### config.mk
export PLATFORM = sky130hd
export DESIGN_NAME = id_stage_pipe
export DESIGN_NICKNAME = d
export VERILOG_FILES = /design/src/rtl/id_stage_pipe.sv
export SDC_FILE = /design/constraint.sdc
export NUM_CORES = 2
export LEC_CHECK = 0
export ABC_AREA = 1
export CAP_MARGIN = 30
export CORE_ASPECT_RATIO = 0.7
export CORE_UTILIZATION = 40
export CTS_BUF_LIST = sky130_fd_sc_hd__clkbuf_8
export CTS_CLUSTER_SIZE = 25
export DETAILED_ROUTE_END_ITERATION = 7
export SLEW_MARGIN = 20
export SYNTH_ARGS = -nofsm -noshare
export SYNTH_HDL_FRONTEND = slang
export SYNTH_SLANG_ARGS = --single-unit
### constraint.sdc
create_clock -name clk -period 1.8 [get_ports clk]
set_input_delay 0.27 -clock clk [delete_from_list [all_inputs] [get_ports clk]]
set_output_delay 0.27 -clock clk [all_outputs]
set_load 0.005 [all_outputs]
### src/rtl/id_stage_pipe.sv
// Decode stage with integrated ID/EX pipeline register, load-use bubble insertion and EX stall/flush.
// Optional build macro ID_RF_BYPASS_EN: register file reads see a same-cycle WB write (write-through).
module id_stage_pipe #(
    parameter  int XLEN    = 32,
    parameter  int REG_NUM = 32,
    localparam int AW      = $clog2(REG_NUM)
) (
    input  logic            clk,
    input  logic            reset,
    input  logic            if_valid,
    input  logic [31:0]     if_inst,
    input  logic [XLEN-1:0] if_pc,
    output logic            id_ready,
    input  logic            ex_stall,
    input  logic            ex_flush,
    input  logic            wb_regwrite,
    input  logic [AW-1:0]   wb_rd,
    input  logic [XLEN-1:0] wb_wd,
    output logic            ex_valid,
    output logic [XLEN-1:0] ex_pc,
    output logic [AW-1:0]   ex_rs1,
    output logic [AW-1:0]   ex_rs2,
    output logic [AW-1:0]   ex_rd,
    output logic [XLEN-1:0] ex_rd1,
    output logic [XLEN-1:0] ex_rd2,
    output logic [XLEN-1:0] ex_imm,
    output logic [16:0]     ex_ctrl
);

    localparam int CTRL_MEMREAD = 14;

    localparam logic [4:0] ALU_NOP  = 5'd0,  ALU_LUI  = 5'd1,  ALU_AUIPC = 5'd2,  ALU_ADD  = 5'd3;
    localparam logic [4:0] ALU_SUB  = 5'd4,  ALU_SLL  = 5'd5,  ALU_SLT   = 5'd6,  ALU_SLTU = 5'd7;
    localparam logic [4:0] ALU_XOR  = 5'd8,  ALU_SRL  = 5'd9,  ALU_SRA   = 5'd10, ALU_OR   = 5'd11;
    localparam logic [4:0] ALU_AND  = 5'd12, ALU_BEQ  = 5'd13, ALU_BNE   = 5'd14, ALU_BLT  = 5'd15;
    localparam logic [4:0] ALU_BGE  = 5'd16, ALU_BLTU = 5'd17, ALU_BGEU  = 5'd18;

    localparam logic [1:0] WD_ALU = 2'd0, WD_MEM = 2'd1, WD_PC = 2'd2;
    localparam logic [2:0] NPC_PLUS4 = 3'b000, NPC_BRANCH = 3'b001, NPC_JAL = 3'b010, NPC_JALR = 3'b100;
    localparam logic [2:0] DM_WORD = 3'd0, DM_HALF = 3'd1, DM_HALFU = 3'd2, DM_BYTE = 3'd3, DM_BYTEU = 3'd4;

    typedef enum logic [2:0] {
        EXT_NONE, EXT_I, EXT_S, EXT_B, EXT_U, EXT_J, EXT_SHAMT
    } ext_op_e;

    typedef struct packed {
        logic [XLEN-1:0] pc;
        logic [AW-1:0]   rs1;
        logic [AW-1:0]   rs2;
        logic [AW-1:0]   rd;
        logic [XLEN-1:0] rd1;
        logic [XLEN-1:0] rd2;
        logic [XLEN-1:0] imm;
    } idex_t;

    logic [XLEN-1:0] rf_q [REG_NUM];

    logic [6:0]      opcode_s;
    logic [2:0]      funct3_s;
    logic            f7b5_s;
    logic [AW-1:0]   rs1_s, rs2_s, rd_s;
    logic [XLEN-1:0] rd1_s, rd2_s, imm_s;
    logic [31:0]     imm32_s;
    ext_op_e         ext_op_s;
    logic            rw_s, mw_s, mr_s, alu_src_s;
    logic [4:0]      alu_op_s;
    logic [1:0]      wd_sel_s;
    logic [2:0]      npc_op_s, dm_type_s;
    logic [16:0]     ctrl_s;
    logic            luh_s;

    logic            ex_valid_q, ex_valid_d;
    logic [16:0]     ex_ctrl_q, ex_ctrl_d;
    idex_t           idex_q, idex_d, dec_s;

    assign opcode_s = if_inst[6:0];
    assign funct3_s = if_inst[14:12];
    assign f7b5_s   = if_inst[30];
    assign rs1_s    = AW'(if_inst[19:15]);
    assign rs2_s    = AW'(if_inst[24:20]);
    assign rd_s     = AW'(if_inst[11:7]);

    // Main control decode and immediate-format selection
    always_comb begin
        rw_s      = 1'b0;
        mw_s      = 1'b0;
        mr_s      = 1'b0;
        alu_op_s  = ALU_NOP;
        wd_sel_s  = WD_ALU;
        npc_op_s  = NPC_PLUS4;
        alu_src_s = 1'b0;
        dm_type_s = DM_WORD;
        ext_op_s  = EXT_NONE;
        case (opcode_s)
            7'b0110111: begin rw_s = 1'b1; alu_op_s = ALU_LUI;   alu_src_s = 1'b1; ext_op_s = EXT_U; end
            7'b0010111: begin rw_s = 1'b1; alu_op_s = ALU_AUIPC; alu_src_s = 1'b1; ext_op_s = EXT_U; end
            7'b1101111: begin rw_s = 1'b1; wd_sel_s = WD_PC; npc_op_s = NPC_JAL; ext_op_s = EXT_J; end
            7'b1100111: begin
                rw_s = 1'b1; wd_sel_s = WD_PC; npc_op_s = NPC_JALR;
                alu_op_s = ALU_ADD; alu_src_s = 1'b1; ext_op_s = EXT_I;
            end
            7'b1100011: begin
                npc_op_s = NPC_BRANCH;
                ext_op_s = EXT_B;
                case (funct3_s)
                    3'b000:  alu_op_s = ALU_BEQ;
                    3'b001:  alu_op_s = ALU_BNE;
                    3'b100:  alu_op_s = ALU_BLT;
                    3'b101:  alu_op_s = ALU_BGE;
                    3'b110:  alu_op_s = ALU_BLTU;
                    3'b111:  alu_op_s = ALU_BGEU;
                    default: alu_op_s = ALU_NOP;
                endcase
            end
            7'b0000011: begin
                rw_s = 1'b1; mr_s = 1'b1; wd_sel_s = WD_MEM;
                alu_op_s = ALU_ADD; alu_src_s = 1'b1; ext_op_s = EXT_I;
                case (funct3_s)
                    3'b000:  dm_type_s = DM_BYTE;
                    3'b001:  dm_type_s = DM_HALF;
                    3'b100:  dm_type_s = DM_BYTEU;
                    3'b101:  dm_type_s = DM_HALFU;
                    default: dm_type_s = DM_WORD;
                endcase
            end
            7'b0100011: begin
                mw_s = 1'b1; alu_op_s = ALU_ADD; alu_src_s = 1'b1; ext_op_s = EXT_S;
                case (funct3_s)
                    3'b000:  dm_type_s = DM_BYTE;
                    3'b001:  dm_type_s = DM_HALF;
                    default: dm_type_s = DM_WORD;
                endcase
            end
            7'b0010011, 7'b0110011: begin
                rw_s      = 1'b1;
                alu_src_s = opcode_s[5] ? 1'b0 : 1'b1;
                if (opcode_s[5]) begin
                    ext_op_s = EXT_NONE;
                end else if (funct3_s == 3'b001 || funct3_s == 3'b101) begin
                    ext_op_s = EXT_SHAMT;
                end else begin
                    ext_op_s = EXT_I;
                end
                // funct7[5] selects SUB only for register-register; SRA for both forms
                case (funct3_s)
                    3'b000:  alu_op_s = (opcode_s[5] && f7b5_s) ? ALU_SUB : ALU_ADD;
                    3'b001:  alu_op_s = ALU_SLL;
                    3'b010:  alu_op_s = ALU_SLT;
                    3'b011:  alu_op_s = ALU_SLTU;
                    3'b100:  alu_op_s = ALU_XOR;
                    3'b101:  alu_op_s = f7b5_s ? ALU_SRA : ALU_SRL;
                    3'b110:  alu_op_s = ALU_OR;
                    default: alu_op_s = ALU_AND;
                endcase
            end
            default: begin
                rw_s = 1'b0;
            end
        endcase
    end

    assign ctrl_s = {rw_s, mw_s, mr_s, alu_op_s, wd_sel_s, npc_op_s, alu_src_s, dm_type_s};

    // Immediate assembly; all formats are built at 32 bits then sign-extended to XLEN
    always_comb begin
        imm32_s = 32'd0;
        case (ext_op_s)
            EXT_I:     imm32_s = {{20{if_inst[31]}}, if_inst[31:20]};
            EXT_S:     imm32_s = {{20{if_inst[31]}}, if_inst[31:25], if_inst[11:7]};
            EXT_B:     imm32_s = {{19{if_inst[31]}}, if_inst[31], if_inst[7], if_inst[30:25], if_inst[11:8], 1'b0};
            EXT_U:     imm32_s = {if_inst[31:12], 12'd0};
            EXT_J:     imm32_s = {{11{if_inst[31]}}, if_inst[31], if_inst[19:12], if_inst[20], if_inst[30:21], 1'b0};
            EXT_SHAMT: imm32_s = {27'd0, if_inst[24:20]};
            default:   imm32_s = 32'd0;
        endcase
        imm_s = XLEN'(signed'(imm32_s));
    end

    // Register file read ports, x0 hard-wired to zero
    always_comb begin
        rd1_s = '0;
        rd2_s = '0;
        if (rs1_s != '0) begin
            rd1_s = rf_q[rs1_s];
        end else begin
            rd1_s = '0;
        end
        if (rs2_s != '0) begin
            rd2_s = rf_q[rs2_s];
        end else begin
            rd2_s = '0;
        end
`ifdef ID_RF_BYPASS_EN
        if (wb_regwrite && (wb_rd != '0) && (wb_rd == rs1_s)) begin
            rd1_s = wb_wd;
        end else begin
            rd1_s = rd1_s;
        end
        if (wb_regwrite && (wb_rd != '0) && (wb_rd == rs2_s)) begin
            rd2_s = wb_wd;
        end else begin
            rd2_s = rd2_s;
        end
`endif
    end

    // Register file write port; x0 is never written
    always_ff @(posedge clk or negedge reset) begin
        if (!reset) begin
            for (int i = 0; i < REG_NUM; i++) begin
                rf_q[i] <= '0;
            end
        end else if (wb_regwrite && (wb_rd != '0)) begin
            rf_q[wb_rd] <= wb_wd;
        end
    end

    assign dec_s = '{pc: if_pc, rs1: rs1_s, rs2: rs2_s, rd: rd_s, rd1: rd1_s, rd2: rd2_s, imm: imm_s};

    // rs2 is compared for every opcode; the occasional needless stall is accepted
    assign luh_s = if_valid && ex_valid_q && ex_ctrl_q[CTRL_MEMREAD] && (ex_rd_q_s() != '0) &&
                   ((ex_rd_q_s() == rs1_s) || (ex_rd_q_s() == rs2_s));

    function automatic logic [AW-1:0] ex_rd_q_s();
        return idex_q.rd;
    endfunction

    // ID/EX next-state: flush > stall > load-use bubble > normal advance
    always_comb begin
        ex_valid_d = ex_valid_q;
        ex_ctrl_d  = ex_ctrl_q;
        idex_d     = idex_q;
        id_ready   = 1'b1;
        if (ex_flush) begin
            ex_valid_d = 1'b0;
            ex_ctrl_d  = 17'd0;
            id_ready   = 1'b1;
        end else if (ex_stall) begin
            id_ready   = 1'b0;
        end else if (luh_s) begin
            ex_valid_d = 1'b0;
            ex_ctrl_d  = 17'd0;
            id_ready   = 1'b0;
        end else begin
            ex_valid_d = if_valid;
            ex_ctrl_d  = if_valid ? ctrl_s : 17'd0;
            idex_d     = dec_s;
            id_ready   = 1'b1;
        end
    end

    // ID/EX pipeline register
    always_ff @(posedge clk or negedge reset) begin
        if (!reset) begin
            ex_valid_q <= 1'b0;
            ex_ctrl_q  <= 17'd0;
            idex_q     <= '0;
        end else begin
            ex_valid_q <= ex_valid_d;
            ex_ctrl_q  <= ex_ctrl_d;
            idex_q     <= idex_d;
        end
    end

    assign ex_valid = ex_valid_q;
    assign ex_ctrl  = ex_ctrl_q;
    assign ex_pc    = idex_q.pc;
    assign ex_rs1   = idex_q.rs1;
    assign ex_rs2   = idex_q.rs2;
    assign ex_rd    = idex_q.rd;
    assign ex_rd1   = idex_q.rd1;
    assign ex_rd2   = idex_q.rd2;
    assign ex_imm   = idex_q.imm;

endmodule

==> results.toml <==
[yosys]
syn_inst = 8540
ys_ff_latch = 1184
synthFlopType = "dfrtp_1"
yosys.area.top_type = "dfrtp_1"
yosys_warnings = 0
syn_nets = 8647
synth.avg_cell_area_sq_um = 7.41
synth_area_leaders = "dfrtp_1, nand2_1, o21ai_0"
synth.most_common_cell = "nand2_1"
yosysSeqAreaShare_pct = 46.8
async_flop_share_pct = 100
synth_cell_types = 32
synthTopCellsByCount = "nand2_1, o21ai_0, dfrtp_1"
synthesis.area_sq_um = 63300
synth.top_cell.area_share_pct = 46.8
synth_edf_count = 0

[clock_tree]
cts_buffers = 188
htreeDepth = 4
tritoncts = "done"
clock_latency_ns = 0.96
ctsRootBufferMaster = "clkbuf_8"
clk_path_buf_depth = 3
cts_sinks = 1184
path_clk_slew_ns = 0.07

[grt]
grt_pass1_wl_mm = 396
antenna_found_initial = 11
grt.overflow.total = 0
grt_pass1_vias = 60243
grt_max_degree = 90
grtUsageTotal_pct = 32.8

[drt]
drt-total-wl_mm = 269
wire_per_inst_um = 23.8
detail-route-antenna-nets = 0
vias_per_cell = 5.78
drt-pass1-iter-count = 7
drtIter0Drc = 10282
drcViolationCount = 0
num_vias = 65463

[die]
die_x_um = 477
core-area_sq_um = 156000
fp.dieArea_sq_um = 160000
die_h_um = 335
ioPinCount = 269
num_rows = 121
initial_core_util_pct = 40.5

[timing]
hold_viol = 0
tightest_slew_ns = 0.850
fmax_mhz = 405
hold_ws_ns = 0.0584
finalCritPeriodShare_pct = 137
period_minus_slack_ns = 2.47
setup_viol = 183
rsz0062_at_grt = "true"
drv_slew = 0
setup_slack_ns = -0.668
slew_headroom_pct = 43.2
finClkSkew_ns = 0.0379

[critical_path]
critical_path_class = "register to output pin"
cp-start-kind = "register"
crit_path_max_fanout = 4
worstPathRequired_ns = 1.53
crit_path_end_kind = "output pin"
arrival_ns = 2.20

[outcome]
outcome = "finished with violations"
violations = "negative setup slack"

[placed_design]
gp_congestion = 0.930
dpl.hpwl_mm = 175
io_buffer_count = 268

[cells_and_area]
regArea_sq_um = 29700
final_nets = 9176
layout.core_utilization_pct = 50.2
syn_to_final_growth_pct = 24.0
drive_above_1_share_pct = 14.5
multi_input_area_sq_um = 28300
fillers = 15066

[pwr]
finalPower_mw = 76.6
p_leak_nw = 37.4
ir_drop_mv = 0.851
p_per_area_nw_per_um2 = 976

[worst_hold_path]
holdCritPathClass = "input pin to register"

[flow_run]
drv_cap = 0
==> stage by stage <==
stage                     setup TNS (ns)  worst slack [ns]  instance area, sq um  cells
after floorplan                        0             0.178                 63300   8540
after global placement           -235.69            -0.446                 73400  10852
after detailed placement         -241.91            -0.451                 73400  10852
after CTS                         -20.12            -0.755                 78000  11299
after global routing              -42.48            -0.834                 78500  11324
final                             -26.71            -0.668                 78500  11329
==> flip-flops by register name, indices dropped and copies added (netlist names) <==
register,flops
ex_rd2,32
rf_q,1024
ex_ctrl,16
ex_valid,1
ex_rs1,5
ex_rd1,32
ex_rs2,5
ex_imm,32
ex_pc,32
ex_rd,5
==> per-layer routing <==
layer | GRT usage [%] | share of wire (%) | vias up
met3 | 7.77 | 12 | 649
met4 | 12.4 | 4.0 | 6
met1 | 47.7 | 42 | 31329
met5 | 0 | 0.089 | -
met2 | 46.8 | 41 | 4098
li1 | - | - | 29381
==> cell type report <==
class / count / area share [%]
flip-flops and latches: 1184 / 37.8
repair buffers: 1093 / 15.0
clock buffers: 246 / 4.31
clock inverters: 101 / 0.797
diodes: 12 / 0.0383
inverters: 554 / 2.72
well taps: 2091 / 3.33
multi-input cells: 6048 / 36.0
==> worst paths after layout <==
check | start | end | slack, ns | depth (start not counted)
worst max-delay path | ex_rd[2] | id_ready | -0.67 | 8
worst min-delay path | wb_wd[22] | rf_q[278] | 0.06 | 3
worst max register to register | ex_rd[2] | ex_rd2[2] | -0.25 | 12
worst min register to register | rf_q[1004] | rf_q[1004] | 0.40 | 0
max in group asynchronous | reset | rf_q[157] | 0.41 | 3
min in group asynchronous | reset | rf_q[229] | 0.09 | 3
==> critical path, stage by stage (launching register included) <==
cell and delay [ns]:
dfrtp_1 0.43, xor2_1 0.16, nor2_1 0.12, nand3_1 0.11, nand2_2 0.13, nand2_2 0.07, nand2_1 0.06, nand2_1 0.05
buf_2 0.13
==> report_power, final <==
group,switching [mW],internal [mW]
Clock,11.9,13.2
Sequential,3.42,31.4
Combinational,9.98,6.66
==> cell usage in the layout (no fill, tap or decap), types with 8 or more instances in the layout <==
cell type / Yosys / routed
o211ai_1: 367 / 367
dfrtp_1: 1184 / 1163
nand2_1: 2341 / 2332
dfrtp_2: 0 / 21
buf_2: 184 / 110
clkinv_2: 0 / 24
inv_1: 538 / 596
clkbuf_16: 0 / 8
nor3_4: 10 / 10
clkdlybuf4s50_1: 0 / 95
o21ai_0: 1499 / 1492
buf_4: 39 / 513
a21oi_1: 464 / 464
clkbuf_8: 0 / 246
buf_12: 0 / 237
diode_2: 0 / 12
nand2_4: 0 / 15
o21ai_1: 176 / 168
inv_2: 11 / 10
nand2_2: 24 / 18
nand3_1: 719 / 719
nor2_1: 408 / 405
o21ai_2: 0 / 15
buf_6: 39 / 65
dlygate4sd3_1: 0 / 54
==> logic make-up after synthesis <==
| kind of cell | share of synthesized area, % |
|---|---|
| XOR/XNOR | 0.125 |
| buffers and inverters | 8.83 |
| AO/OA/AOI/OAI | 21.3 |
| AND/OR/NAND/NOR | 22.9 |
| flip-flops | 46.8 |
==> repair_timing <==
item,in CTS,in global routing
buffers inserted,43,7
endpoints found under the hold margin,1244,0
gates cloned,4,11
hold buffers,54,0
resized for setup,758,52
setup endpoints to repair,313,209
pin swaps,8,8
Power figures use the tool's default switching activity.
